==> config.mk <==
export PLATFORM = sky130hd
export DESIGN_NAME = uart_rx_deserializer
export DESIGN_NICKNAME = d
export VERILOG_FILES = /design/src/rtl/uart_rx_deserializer.sv
export SDC_FILE = /design/constraint.sdc
export NUM_CORES = 1
export LEC_CHECK = 0
export BUFFER_PORTS_ARGS = -buffer_cell sky130_fd_sc_hd__buf_2
export CORE_MARGIN = 8
export CORE_UTILIZATION = 40
export DETAILED_ROUTE_END_ITERATION = 16
export MAX_ROUTING_LAYER = met4
export PLACE_DENSITY_LB_ADDON = 0.2
export SETUP_SLACK_MARGIN = 0.1
export SLEW_MARGIN = 15
export SYNTH_ARGS = -nofsm -noshare
export SYNTH_HDL_FRONTEND = slang
export SYNTH_SLANG_ARGS = --single-unit
==> constraint.sdc <==
create_clock -name clk -period 3.75 [get_ports clk]
set_input_delay 0 -clock clk [delete_from_list [all_inputs] [get_ports clk]]
set_output_delay 0 -clock clk [all_outputs]
set_load 0.01 [all_outputs]
==> src/rtl/uart_rx_deserializer.sv <==
// 8N1 UART receive front end: pin synchroniser, start-bit detection, mid-bit sampling
// with a runtime bit period, and one-cycle valid / frame-error pulses.
`timescale 1ns/1ps

module uart_rx_deserializer #(
    parameter int unsigned CLK_FREQ     = 25000000,
    parameter int unsigned BAUD_RATE    = 115200,
    parameter int unsigned PAYLOAD_BITS = 8
) (
    input  logic                    clk,
    input  logic                    rst_n,
    input  logic                    uart_rxd,
    input  logic                    rx_en_wr_i,
    input  logic                    rx_en_i,
    input  logic                    wr_bit_period_i,
    input  logic [15:0]             bit_period_i,
    output logic                    uart_rx_valid,
    output logic [PAYLOAD_BITS-1:0] uart_rx_data,
    output logic                    uart_rx_frame_err,
    output logic                    uart_rx_busy
);

    localparam int unsigned RESET_PERIOD_INT = CLK_FREQ / BAUD_RATE - 1;
    localparam logic [15:0] RESET_PERIOD     = 16'(RESET_PERIOD_INT);
    localparam logic [15:0] MIN_PERIOD       = 16'd3;
    localparam int          IDX_W            = (PAYLOAD_BITS > 1) ? $clog2(PAYLOAD_BITS) : 1;
    localparam logic [IDX_W-1:0] LAST_IDX    = IDX_W'(PAYLOAD_BITS - 1);

    typedef enum logic [2:0] {
        S_IDLE,
        S_START,
        S_DATA,
        S_STOP,
        S_WAIT_HIGH
    } state_e;

    state_e                  state_q, state_d;
    logic                    rxd_meta_q, rxd_s_q;
    logic                    en_q, en_d;
    logic [15:0]             pending_q, pending_d;
    logic [15:0]             active_q, active_d;
    logic [15:0]             cnt_q, cnt_d;
    logic [IDX_W-1:0]        bit_idx_q, bit_idx_d;
    logic [PAYLOAD_BITS-1:0] shreg_q, shreg_d;
    logic [PAYLOAD_BITS-1:0] data_q, data_d;
    logic                    valid_q, valid_d;
    logic                    frame_err_q, frame_err_d;

    logic        cnt_zero;
    logic        abort;
    logic [15:0] eff_period;

    assign cnt_zero = (cnt_q == 16'd0);
    assign abort    = rx_en_wr_i && !rx_en_i;
    // Tiny periods leave no room for mid-bit sampling, so they are raised to a floor.
    assign eff_period = (pending_q < MIN_PERIOD) ? MIN_PERIOD : pending_q;

    // NOTE: non-blocking assignments for all state so every register sees pre-edge values.
    always_ff @(posedge clk) begin
        if (!rst_n) begin
            state_q     <= S_IDLE;
            rxd_meta_q  <= 1'b1;
            rxd_s_q     <= 1'b1;
            en_q        <= 1'b0;
            pending_q   <= RESET_PERIOD;
            active_q    <= RESET_PERIOD;
            cnt_q       <= 16'd0;
            bit_idx_q   <= '0;
            shreg_q     <= '0;
            data_q      <= '0;
            valid_q     <= 1'b0;
            frame_err_q <= 1'b0;
        end else begin
            state_q     <= state_d;
            rxd_meta_q  <= uart_rxd;
            rxd_s_q     <= rxd_meta_q;
            en_q        <= en_d;
            pending_q   <= pending_d;
            active_q    <= active_d;
            cnt_q       <= cnt_d;
            bit_idx_q   <= bit_idx_d;
            shreg_q     <= shreg_d;
            data_q      <= data_d;
            valid_q     <= valid_d;
            frame_err_q <= frame_err_d;
        end
    end

    // NOTE: every variable is given a default first so no latch can be inferred.
    always_comb begin
        state_d     = state_q;
        en_d        = rx_en_wr_i ? rx_en_i : en_q;
        pending_d   = wr_bit_period_i ? bit_period_i : pending_q;
        active_d    = active_q;
        cnt_d       = cnt_q;
        bit_idx_d   = bit_idx_q;
        shreg_d     = shreg_q;
        data_d      = data_q;
        valid_d     = 1'b0;
        frame_err_d = 1'b0;

        if (abort) begin
            state_d = S_IDLE;
        end else begin
            unique case (state_q)
                S_IDLE: begin
                    // A new period only ever takes effect at a frame boundary.
                    if (en_q && !rxd_s_q) begin
                        state_d  = S_START;
                        active_d = eff_period;
                        cnt_d    = eff_period >> 1;
                    end
                end
                S_START: begin
                    if (cnt_zero) begin
                        if (!rxd_s_q) begin
                            state_d   = S_DATA;
                            cnt_d     = active_q;
                            bit_idx_d = '0;
                        end else begin
                            state_d = S_IDLE;
                        end
                    end else begin
                        cnt_d = cnt_q - 16'd1;
                    end
                end
                S_DATA: begin
                    if (cnt_zero) begin
                        shreg_d = {rxd_s_q, shreg_q[PAYLOAD_BITS-1:1]};
                        cnt_d   = active_q;
                        if (bit_idx_q == LAST_IDX) begin
                            state_d = S_STOP;
                        end else begin
                            bit_idx_d = bit_idx_q + IDX_W'(1);
                        end
                    end else begin
                        cnt_d = cnt_q - 16'd1;
                    end
                end
                S_STOP: begin
                    if (cnt_zero) begin
                        if (rxd_s_q) begin
                            valid_d = 1'b1;
                            data_d  = shreg_q;
                            state_d = S_IDLE;
                        end else begin
                            frame_err_d = 1'b1;
                            state_d     = S_WAIT_HIGH;
                        end
                    end else begin
                        cnt_d = cnt_q - 16'd1;
                    end
                end
                S_WAIT_HIGH: begin
                    if (rxd_s_q) begin
                        state_d = S_IDLE;
                    end
                end
                default: state_d = S_IDLE;
            endcase
        end
    end

    assign uart_rx_valid     = valid_q;
    assign uart_rx_data      = data_q;
    assign uart_rx_frame_err = frame_err_q;
    assign uart_rx_busy      = (state_q != S_IDLE);

endmodule

Word-level counts from Yosys, hierarchy flattened
Cells that the tools add are included.

operators by class
  bitwise logic cells = 4
  shift operators = 0
  div/mod/pow operators = 0
  add/sub/neg operators = 2
  magnitude comparators = 1
  mux-type cells = 23
  $mul = 0
  equal/unequal tests = 15
  reduce and logical (&&, ||, !) cells = 17

operators by type and width
  kind                   number
  $mux 16                6
  $pmux 16 s4            1
  $mux 3                 11
  $ne 2x2->1 const B     9
  $logic_not 16->1       1
  $lt 16x2->1 const B    1
  $sub 16x1->16 const B  1
  $pmux 3 s5             1
  $reduce_and 6->1       2
  $eq 3x2->1 const B     2
  $eq 3x3->1 const B     2
  $pmux 3 s2             1
  $reduce_and 3->1       2
  $reduce_and 5->1       1
  $not 1->1              4
  $reduce_and 4->1       1
  $reduce_bool 4->1      1
  $reduce_or 4->1        1
  $add 3x1->3 const B    1
  $eq 3x1->1 const B     1
  $logic_not 3->1        1
  $ne 3x3->1 const B     1
  $reduce_bool 3->1      1
  $logic_and 1x1->1      2
  other kinds (5)        7

storage, ports and cells
  bits in latches = 0
  register bits = 75
  output and inout port bits = 11
  bits in writable memories = 0
  bits in read-only memories = 0
  input bits = 22
  logic and storage cells = 74
  memories kept = 0

Logic depth before layout (Yosys ltp)
Gate-level depths: netlist (run 1).

  depth in word-level cells = 4
  gate-level depth with buffers = 8
  gate-level depth less buffers = 7

Worst setup path after synthesis (run 1)
No wires, ideal clock.

  path type = register to register
  start point = register cnt_q[7]
  end point = register cnt_q[7]
  setup time = 0.117 ns
  setup slack = 1.154 ns
  stages on the path, launching flop included = 9
  period minus slack after synthesis = 2.596 ns
  path buffers = 3
  data required time = 3.633 ns
  arrival = 2.478 ns
  cells stage by stage = dfxtp_1 -> or4_1 -> buf_2 -> or4_4 -> buf_6 -> o31a_1 -> and2_1 -> buf_2 -> a32o_1

on the way
  longest elaborated chain between the ends = 3
  elaborated cells between the ends (all ways) = 9
  those cells by class = add/sub: 1; eq/ne: 2; mux: 4; reduce/logical: 2

RTL lines
  item                                               line  source
  start: declaration                                 42    logic [15:0] cnt_q, cnt_d;
  start signal: assignment                           80    cnt_q <= cnt_d;
  $sub 16x1->16 or $logic_not 16->1 (tied branches)  --
  $mux 16 (tied with other cells)                    141   if (cnt_zero) begin
  $pmux 16 s4 or $reduce_and 5->1 (tied branches)    --

Parallel ways exist; a longest one is shown, timed or not. The select of a mux whose other input is x is not followed.
A chain may end at the register's enable or synchronous reset.

Worst setup path in the final report (run 1)
  start point = register cnt_q[7]
  end point = register cnt_q[3]

on the way
  longest elaborated chain between the ends = 3
  elaborated cells between the ends (all ways) = 7
  those cells by class = eq/ne: 2; mux: 3; reduce/logical: 2

RTL lines
  item                                                       line  source
  $logic_not 16->1 (*)                                       53    assign cnt_zero = (cnt_q == 16'd0);
  $ne 3x3->1 (no line) (tied with other cells)               --
  $reduce_and 5->1 (no line) or $pmux 16 s4 (tied branches)  --

Mark *: on every way between the ends. The rest lies on a longest branch, timed or not.

==> results.sh, run 1 <==
export IMPL_cts_resized=0
export IMPL_vias=2956
export IMPL_ys_ff_latch=75
export IMPL_totalWireLength_mm=8.58
export IMPL_yosys_most_used_dff="dfxtp_1"
export IMPL_worst_slew_pin_slew_ns=0.744
export IMPL_switching_share_pct=26.4
export IMPL_wl_per_cell_um=16.0
export IMPL_instances_no_fill=538
export IMPL_syn2layout_area_growth_pct=18.0
export IMPL_hp_start="rx_en_i"
export IMPL_max_slew_margin_pct=50.4
export IMPL_rr_startpoint="cnt_q[7]"
export IMPL_avgSynthCellArea_um2=9.01
export IMPL_crit_fanout=17
export IMPL_cts_tree="built"
export IMPL_ys_seq_area_share_pct=42.9
export IMPL_n_antenna_cell=0
export IMPL_crit_path_end_kind="flop"
export IMPL_first_pass_iters=5
export IMPL_period_share_pct=77.8
export IMPL_synthCells=388
export IMPL_p_leak_nw=1.56
export IMPL_pwr_share_seq_pct=48.0
export IMPL_n_fill_cell=849
export IMPL_cap_violations=0
export IMPL_htree_levels=3
export IMPL_vias_per_cell=5.49
export IMPL_min_period_ns=2.92
export IMPL_pwr_share_clk_pct=39.3
export IMPL_maxSlewViolCount=0
export IMPL_yosys_warnings=0
export IMPL_power_internal_w=0.00128
export IMPL_portBuffers=32
export IMPL_reg2regPathDepth=5
export IMPL_synth_top_area_share_pct=42.9
export IMPL_clock_sinks=75
export IMPL_critPathLaunchType="flop"
export IMPL_syn_cell_area_um2=3500
export IMPL_syn_nets=414
export IMPL_hold_viol=0
export IMPL_die_h_um=110
export IMPL_grt_pass1_wl_mm=14.3
export IMPL_grt_max_degree=42
export IMPL_drt_iter0_drc=191
export IMPL_setup_tns_ns=0
export IMPL_pwr_share_comb_pct=12.7
export IMPL_clock_latency_ns=0.34
export IMPL_max_freq_ghz=0.343
export IMPL_hold_class="in -> reg"
export IMPL_holdPathStages=4
export IMPL_cp_arrival_ns=3.15
export IMPL_io_pins=33
export IMPL_clock_skew_ns=0.00968
export IMPL_cts_hold_buf=18
export IMPL_pwr_density_cell_nw_per_um2=422
export IMPL_nets=451
export IMPL_grt_usage_pct=15.3
export IMPL_ctsRootBufferMaster="clkbuf_8"
export IMPL_core_area_um2=8590
export IMPL_gr_total_overflow=0
export IMPL_die_x_um=110
export IMPL_vdd_drop_max_mv=0.354
export IMPL_cts_setup_buffers=0
export IMPL_initial_core_util_pct=40.7
export IMPL_async_flop_share_pct=0
export IMPL_required_ns=3.98
export IMPL_outcome="finished, final reports clean"
export IMPL_synth_edff_count=0
export IMPL_setup_viol=0
export IMPL_antenna_left=0
export IMPL_drive_gt1_share_pct=14.7
export IMPL_cts_made_buffers=9
export IMPL_rows=34
export IMPL_rsz0062_at_grt="no"
export IMPL_place_hpwl_mm=5.75
export IMPL_dp_cells=504
export IMPL_synthTopCellsByArea="dfxtp_1 43%, mux2i_1 9.2%, nor2b_1 5.2%"
export IMPL_startpoint="cnt_q[7]"
export IMPL_cts_max_path_buffers=2
export IMPL_routabilityCongestion=0.808
export IMPL_antenna_found_initial=0
export IMPL_dieArea_um2=12000
export IMPL_grt_pass1_vias=2862
export IMPL_yosysUniqueCellTypes=46
export IMPL_clk_pin_slew_worst_paths_ns=0.08
export IMPL_critical_path_class="reg -> reg"
export IMPL_switchingPower_w=0.000459
export IMPL_synth_largest_area_cell="dfxtp_1"
export IMPL_drcViolationCount=0
## cell families (layout without fill, tap and decap cells)
kind of cell,Yosys count,after routing,synth area share [%]
buf+inv,33,75,3.86
compound gates,95,95,19.7
fa+ha+maj,4,4,1.43
flops,75,75,42.9
xor+xnor,1,1,0.250
simple gates,148,148,22.7
mux,32,32,9.16
## power by group through the flow
stage               clock network (W)  logic [W]  registers (W)
floorplan                           0   0.000156       0.000847
CTS                          0.000696   0.000219       0.000836
finish                       0.000684   0.000221       0.000837
global route                 0.000738   0.000248       0.000840
detailed placement                  0   0.000204       0.000855
global placement                    0   0.000203       0.000855
## final timing paths
path / to / slack [ns]
setup / recovery: cnt_q[3] / 0.83
hold / removal: state_q[1] / 0.12
setup reg to reg: cnt_q[3] / 0.83
hold reg to reg: rxd_s_q / 0.43
## worst max-delay path: stages, from the launching register on
cell and delay, ns:
dfxtp_1 0.36, or4_1 0.70, or4_4 0.59, o31a_1 0.51, and2_1 0.38, a32o_1 0.27
## layout make-up
cell class | count | area [µm²] | area share, %
well taps | 108 | 135 | 3.27
inverters | 4 | 15.0 | 0.364
flip-flops and latches | 75 | 1500 | 36.4
multi-input cells | 280 | 1880 | 45.5
clock buffers | 10 | 128 | 3.09
clock inverters | 6 | 90.1 | 2.18
repair buffers | 55 | 378 | 9.16
## cell usage in the layout, fill, tap and decap left out, types with 3 or more instances in the layout
cell type / netlist / routed
dfxtp_1: 75 / 75
nand2_1: 45 / 45
mux2i_1: 32 / 32
buf_2: 3 / 32
nor2b_1: 29 / 29
o21ai_0: 22 / 22
dlygate4sd3_1: 0 / 18
nor2_1: 14 / 14
a21boi_0: 13 / 13
a32oi_1: 13 / 13
a32o_1: 11 / 11
or3_1: 10 / 10
nand3_1: 10 / 10
a21oi_1: 10 / 10
nor3_1: 9 / 9
clkbuf_8: 0 / 9
o31ai_1: 7 / 7
nand2b_1: 6 / 6
nor4_1: 9 / 6
buf_4: 0 / 5
inv_1: 4 / 4
ha_1: 4 / 4
or4_1: 3 / 3
o21a_1: 3 / 3
or3b_2: 3 / 3
nor4_2: 0 / 3
## through the flow
step	hold slack, ns	total power (W)	utilization [%]	cell area, µm²	setup WS (ns)
final	0.120	0.00174	48.0	4130	0.833
after global routing	0.162	0.00183	48.0	4130	0.702
after CTS	0.124	0.00175	48.0	4130	0.843
after detailed placement	0.191	0.00106	43.4	3730	0.855
after global placement	0.193	0.00106	43.4	3730	0.902
after floorplan	0.101	0.00100	-	3500	1.15
## Yosys cell counts (all sizes together), types with 3 or more instances
| cell type | count |
|---|---|
| nor4 | 10 |
| o21ai | 22 |
| or3 | 10 |
| nor2b | 29 |
| a21oi | 10 |
| or4 | 4 |
| buf | 5 |
| nand2b | 6 |
| ha | 4 |
| inv | 4 |
| o31ai | 7 |
| nor2 | 14 |
| o21a | 3 |
| a21boi | 13 |
| mux2i | 32 |
| nor3 | 9 |
| dfxtp | 75 |
| clkbuf | 24 |
| or3b | 3 |
| nand3 | 10 |
| nand2 | 45 |
| a32o | 11 |
| a32oi | 13 |
## registers in the layout, summed over array words and instances (netlist names)
name and flops:
uart_rx_valid 1, cnt_q 16, uart_rx_data 8, rxd_s_q 1, shreg_q 8, uart_rx_frame_err 1, pending_q 16, state_q 3
bit_idx_q 3, rxd_meta_q 1, en_q 1, active_q 16
## layer usage
| layer | global-route usage, % | part of all wire, % | routed length [µm] | up-vias |
|---|---|---|---|---|
| li1 | - | - | - | 1495 |
| met1 | 20.6 | 51 | 4390 | 1388 |
| met2 | 22.4 | 44 | 3750 | 64 |
| met3 | 3.17 | 3.8 | 322 | 9 |
| met4 | 4.82 | 1.5 | 126 | 0 |
| met5 | - | 0 | 0 | - |
Power figures use the tool's default switching activity.
==> run 2: changes to the inputs <==
clock period = 2.5 ns   (was 3.75 ns; I/O delays follow)
==> run 2 against run 1 <==
Effect of this change: hold slack worse by 0.021 ns; worst setup slack worse by 0.66 ns; non-clock buffer count is 5 higher; first-iteration DRC count is 23% lower; critical endpoint is now uart_rx_data[6].
==> results.sh, run 2 (synthesized netlist as in run 1, its figures left out) <==
export IMPL_drcViolationCount=0
export IMPL_dieArea_um2=12000
export IMPL_cts_setup_buffers=0
export IMPL_routabilityCongestion=0.822
export IMPL_instances_no_fill=543
export IMPL_outcome="finished, final reports clean"
export IMPL_critPathLaunchType="flop"
export IMPL_cap_violations=0
export IMPL_maxSlewViolCount=0
export IMPL_required_ns=2.74
export IMPL_gr_total_overflow=0
export IMPL_antenna_found_initial=0
export IMPL_first_pass_iters=4
export IMPL_period_share_pct=93.0
export IMPL_r2r_setup_slack_ns=0.18
export IMPL_n_antenna_cell=0
export IMPL_crit_path_end_kind="flop"
export IMPL_p_leak_nw=1.60
export IMPL_hold_class="in -> reg"
export IMPL_min_period_ns=2.32
export IMPL_ctsRootBufferMaster="clkbuf_8"
export IMPL_vdd_drop_max_mv=0.410
export IMPL_cts_tree="built"
export IMPL_clock_skew_ns=0.0138
export IMPL_switching_share_pct=26.7
export IMPL_core_area_um2=8590
export IMPL_syn2layout_area_growth_pct=20.3
export IMPL_pre_cts_slack_ns=0.122
export IMPL_nets=456
export IMPL_max_slew_margin_pct=60.4
export IMPL_clk_pin_slew_worst_paths_ns=0.09
export IMPL_pwr_density_cell_nw_per_um2=638
export IMPL_totalWireLength_mm=8.37
export IMPL_pwr_share_clk_pct=40.5
export IMPL_initial_core_util_pct=40.7
export IMPL_clock_sinks=75
export IMPL_cts_max_path_buffers=2
export IMPL_htree_levels=3
export IMPL_drive_gt1_share_pct=16.6
export IMPL_n_fill_cell=840
export IMPL_die_h_um=110
export IMPL_hold_viol=0
export IMPL_grt_max_degree=44
export IMPL_switchingPower_w=0.000717
export IMPL_critical_path_class="reg -> reg"
export IMPL_timing_final_ws_setup_ns=0.175
export IMPL_vias=3035
export IMPL_dp_cells=509
export IMPL_wl_per_cell_um=15.4
export IMPL_most_common_layout_cells="74 x dfxtp_1, 45 x nand2_1, 32 x mux2i_1, 32 x buf_2, 29 x nor2b_1"
export IMPL_cp_arrival_ns=2.57
export IMPL_setup_viol=0
export IMPL_antenna_left=0
export IMPL_pwr_share_comb_pct=12.7
export IMPL_reg_top3="active_q (16), cnt_q (16), pending_q (16)"
export IMPL_setup_tns_ns=0
export IMPL_pwr_share_seq_pct=46.8
export IMPL_max_freq_ghz=0.430
export IMPL_cts_made_buffers=9
export IMPL_grt_usage_pct=15.0
export IMPL_vias_per_cell=5.59
export IMPL_grt_pass1_wl_mm=14.0
export IMPL_power_internal_w=0.00197
export IMPL_drt_iter0_drc=148
export IMPL_crit_fanout=9
export IMPL_die_x_um=110
export IMPL_place_hpwl_mm=5.60
export IMPL_holdWs_ns=0.0991
export IMPL_worst_slew_pin_slew_ns=0.593
export IMPL_layout_commonest_cell="dfxtp_1"
export IMPL_rows=34
export IMPL_grt_pass1_vias=2907
export IMPL_io_pins=33
export IMPL_portBuffers=32
export IMPL_rsz0062_at_grt="no"
export IMPL_clock_latency_ns=0.36
run 2: final timing paths:
kind / startpoint / cells past startpoint / endpoint
worst max register to register: cnt_q[10] / 6 / uart_rx_data[6]
worst min-delay path: rst_n / 2 / pending_q[4]
worst min register to register: rxd_meta_q / 1 / rxd_s_q
worst max-delay path: cnt_q[10] / 6 / uart_rx_data[6]
run 2: worst max-delay path, cell delays in order, from the launching register on:
cell     delay [ns]
dfxtp_1        0.33
or4_4          0.59
or4_4          0.50
nor4_2         0.28
buf_4          0.24
mux2i_1        0.21
nor2b_1        0.06
run 2: stage by stage:
stage	util, %	total power (W)	instance area [µm²]
6_report	49.0	0.00268	4210
3_5_place_dp	44.0	0.00160	3780
2_1_floorplan	-	0.00151	3510
4_1_cts	48.8	0.00270	4200
5_1_grt	49.0	0.00279	4210
3_3_place_gp	44.0	0.00159	3780
run 2: metal layers:
metal / up-vias / global-route usage (%) / wire [µm]
met1: 1430 / 19.7 / 4150
met2: 83 / 20.8 / 3620
li1: 1507 / - / -
met3: 15 / 3.52 / 349
met4: 0 / 7.71 / 252
met5: - / - / 0
run 2: timing repair:
item                                    4_1_cts  5_1_grt
gates resized for setup                       0        3
hold endpoints to repair                     18        0
endpoints found under the setup margin        0       27
hold buffers                                 18        0
run 2: final cells by class:
class                      count  area [µm²]  area share (%)
inverter                       4        15.0           0.357
timing repair buffer          60         428            10.2
clock inverter                 6        95.1            2.26
tap                          108         135            3.21
sequential                    75        1500            35.7
multi-input combinational    280        1890            45.0
clock buffer                  10         138            3.27
run 2: power by group through the flow:
stage	sequential (W)	clock, W	combinational [W]
2_1_floorplan	0.00127	0	0.000237
3_3_place_gp	0.00128	0	0.000309
3_5_place_dp	0.00128	0	0.000313
4_1_cts	0.00125	0.00111	0.000336
5_1_grt	0.00126	0.00116	0.000374
6_report	0.00125	0.00109	0.000340
==> run 3: changes to the inputs <==
BUFFER_PORTS_ARGS = -buffer_cell sky130_fd_sc_hd__clkbuf_2   (was -buffer_cell sky130_fd_sc_hd__buf_2)
CORE_ASPECT_RATIO = 1.4   (was not set)
SLEW_MARGIN = 20   (was 15)
==> run 3 against run 2 <==
Effect of this change: fmax increased by 0.54%; worst setup slack improved by 0.013 ns; highest routed layer unchanged; critical endpoint is now cnt_q[5]; cell area up 1.5%; final cell count rose by 0.18%; largest cell class unchanged.
==> results.sh, run 3 (synthesized netlist as in run 1, its figures left out) <==
export IMPL_crit_path_end_kind="flop"
export IMPL_die_h_um=127
export IMPL_max_freq_ghz=0.433
export IMPL_vias=3073
export IMPL_wl_per_cell_um=16.0
export IMPL_pre_cts_slack_ns=0.177
export IMPL_grt_pass1_vias=2960
export IMPL_critical_path_class="reg -> reg"
export IMPL_drcViolationCount=0
export IMPL_dieArea_um2=12000
export IMPL_pwr_density_cell_nw_per_um2=664
export IMPL_setup_tns_ns=0
export IMPL_max_slew_margin_pct=58.4
export IMPL_final_util_pct=49.9
export IMPL_grt_usage_pct=15.3
export IMPL_drt_iter0_drc=256
export IMPL_clock_skew_ns=0.00526
export IMPL_required_ns=2.73
export IMPL_power_internal_w=0.00210
export IMPL_n_fill_cell=795
export IMPL_crit_chain="or4_1 > or4_4 > o31a_1 > and2_4 > a32o_1"
export IMPL_die_x_um=95.0
export IMPL_setup_viol=0
export IMPL_htree_levels=3
export IMPL_hold_class="in -> reg"
export IMPL_pwr_share_seq_pct=44.3
export IMPL_cap_violations=0
export IMPL_reg_top3="active_q (16), cnt_q (16), pending_q (16)"
export IMPL_antenna_left=0
export IMPL_vdd_drop_max_mv=0.545
export IMPL_io_pins=33
export IMPL_portBuffers=32
export IMPL_grt_max_degree=45
export IMPL_clk_pin_slew_worst_paths_ns=0.06
export IMPL_hold_viol=0
export IMPL_antenna_found_initial=0
export IMPL_cts_max_path_buffers=2
export IMPL_clock_latency_ns=0.34
export IMPL_cp_slowest_cell="or4_1"
export IMPL_switching_share_pct=26.0
export IMPL_gr_total_overflow=0
export IMPL_drive_gt1_share_pct=17.3
export IMPL_dpl_cell_area_um2=3770
export IMPL_p_leak_nw=1.64
export IMPL_most_common_layout_cells="74 x dfxtp_1, 45 x nand2_1, 32 x mux2i_1, 32 x clkbuf_2, 29 x nor2b_1"
export IMPL_first_pass_iters=4
export IMPL_syn2layout_area_growth_pct=22.1
export IMPL_core_area_um2=8560
export IMPL_initial_core_util_pct=40.9
export IMPL_cts_tree="built"
export IMPL_vias_per_cell=5.65
export IMPL_switchingPower_w=0.000739
export IMPL_fin_area_um2=4270
export IMPL_grt_pass1_wl_mm=14.3
export IMPL_worst_slew_pin_slew_ns=0.624
export IMPL_timing_final_ws_setup_ns=0.188
export IMPL_clock_sinks=75
export IMPL_holdWs_ns=0.169
export IMPL_critPathLaunchType="flop"
export IMPL_cts_made_buffers=9
export IMPL_rsz0062_at_grt="yes"
export IMPL_outcome="finished, final reports clean"
export IMPL_crit_fanout=11
export IMPL_n_antenna_cell=0
export IMPL_period_share_pct=92.5
export IMPL_min_period_ns=2.31
export IMPL_maxSlewViolCount=0
export IMPL_ctsRootBufferMaster="clkbuf_16"
export IMPL_totalWireLength_mm=8.68
export IMPL_nets=460
export IMPL_routabilityCongestion=0.818
export IMPL_layout_commonest_cell="dfxtp_1"
export IMPL_rows=40
export IMPL_pwr_share_comb_pct=12.0
export IMPL_place_hpwl_mm=5.76
export IMPL_cp_arrival_ns=2.54
export IMPL_pwr_share_clk_pct=43.7
export IMPL_max_stage_delay_ns=0.58
-- run 3: cell type report --
cell class / instances / area [µm²] / share of cell area (%)
Sequential cell: 75 / 1500 / 35.2
Clock inverter: 5 / 35.0 / 0.821
Clock buffer: 11 / 253 / 5.92
Inverter: 4 / 15.0 / 0.352
Timing Repair Buffer: 64 / 445 / 10.4
Tap cell: 105 / 131 / 3.08
Multi-Input combinational cell: 280 / 1890 / 44.2
-- run 3: worst paths after layout --
path | depth (start not counted) | from | endpoint | slack (ns)
worst min-delay path | 4 | rx_en_i | state_q[1] | 0.17
worst min register to register | 1 | rxd_meta_q | rxd_s_q | 0.41
worst max-delay path | 5 | cnt_q[8] | cnt_q[5] | 0.19
worst max register to register | 5 | cnt_q[8] | cnt_q[5] | 0.19
-- run 3: what timing repair did --
| action | CTS | global route |
|---|---|---|
| resized for setup | 0 | 1 |
| endpoints found under the setup margin | 0 | 14 |
| hold endpoints to repair | 18 | 0 |
| hold buffers | 18 | 0 |
| buffers inserted | 0 | 3 |
-- run 3: metal layers --
metal / wire length [µm] / track usage [%]
met1: 3880 / 18.5
met4: 173 / 7.01
met2: 4260 / 23.8
met5: 0 / -
met3: 365 / 3.07
-- run 3: critical path: cells and delay by family, from the launching register on --
kind	cells	cell delay, ns
and+or+nand+nor	3	1.31
AOI/OAI and AO/OA	2	0.56
DFF	1	0.34
-- run 3: power by group through the flow --
stage	Sequential [W]	Clock, W	Combinational, W
4_1_cts	0.00126	0.00126	0.000337
6_report	0.00126	0.00124	0.000342
2_1_floorplan	0.00127	0	0.000237
3_5_place_dp	0.00128	0	0.000313
3_3_place_gp	0.00128	0	0.000309
5_1_grt	0.00126	0.00131	0.000378
-- run 3: per-stage QoR --
| stage | std cells | power (W) |
|---|---|---|
| floorplan | 388 | 0.00151 |
| global placement | 507 | 0.00159 |
| detailed placement | 507 | 0.00159 |
| CTS | 541 | 0.00285 |
| global route | 544 | 0.00295 |
| finish | 544 | 0.00284 |
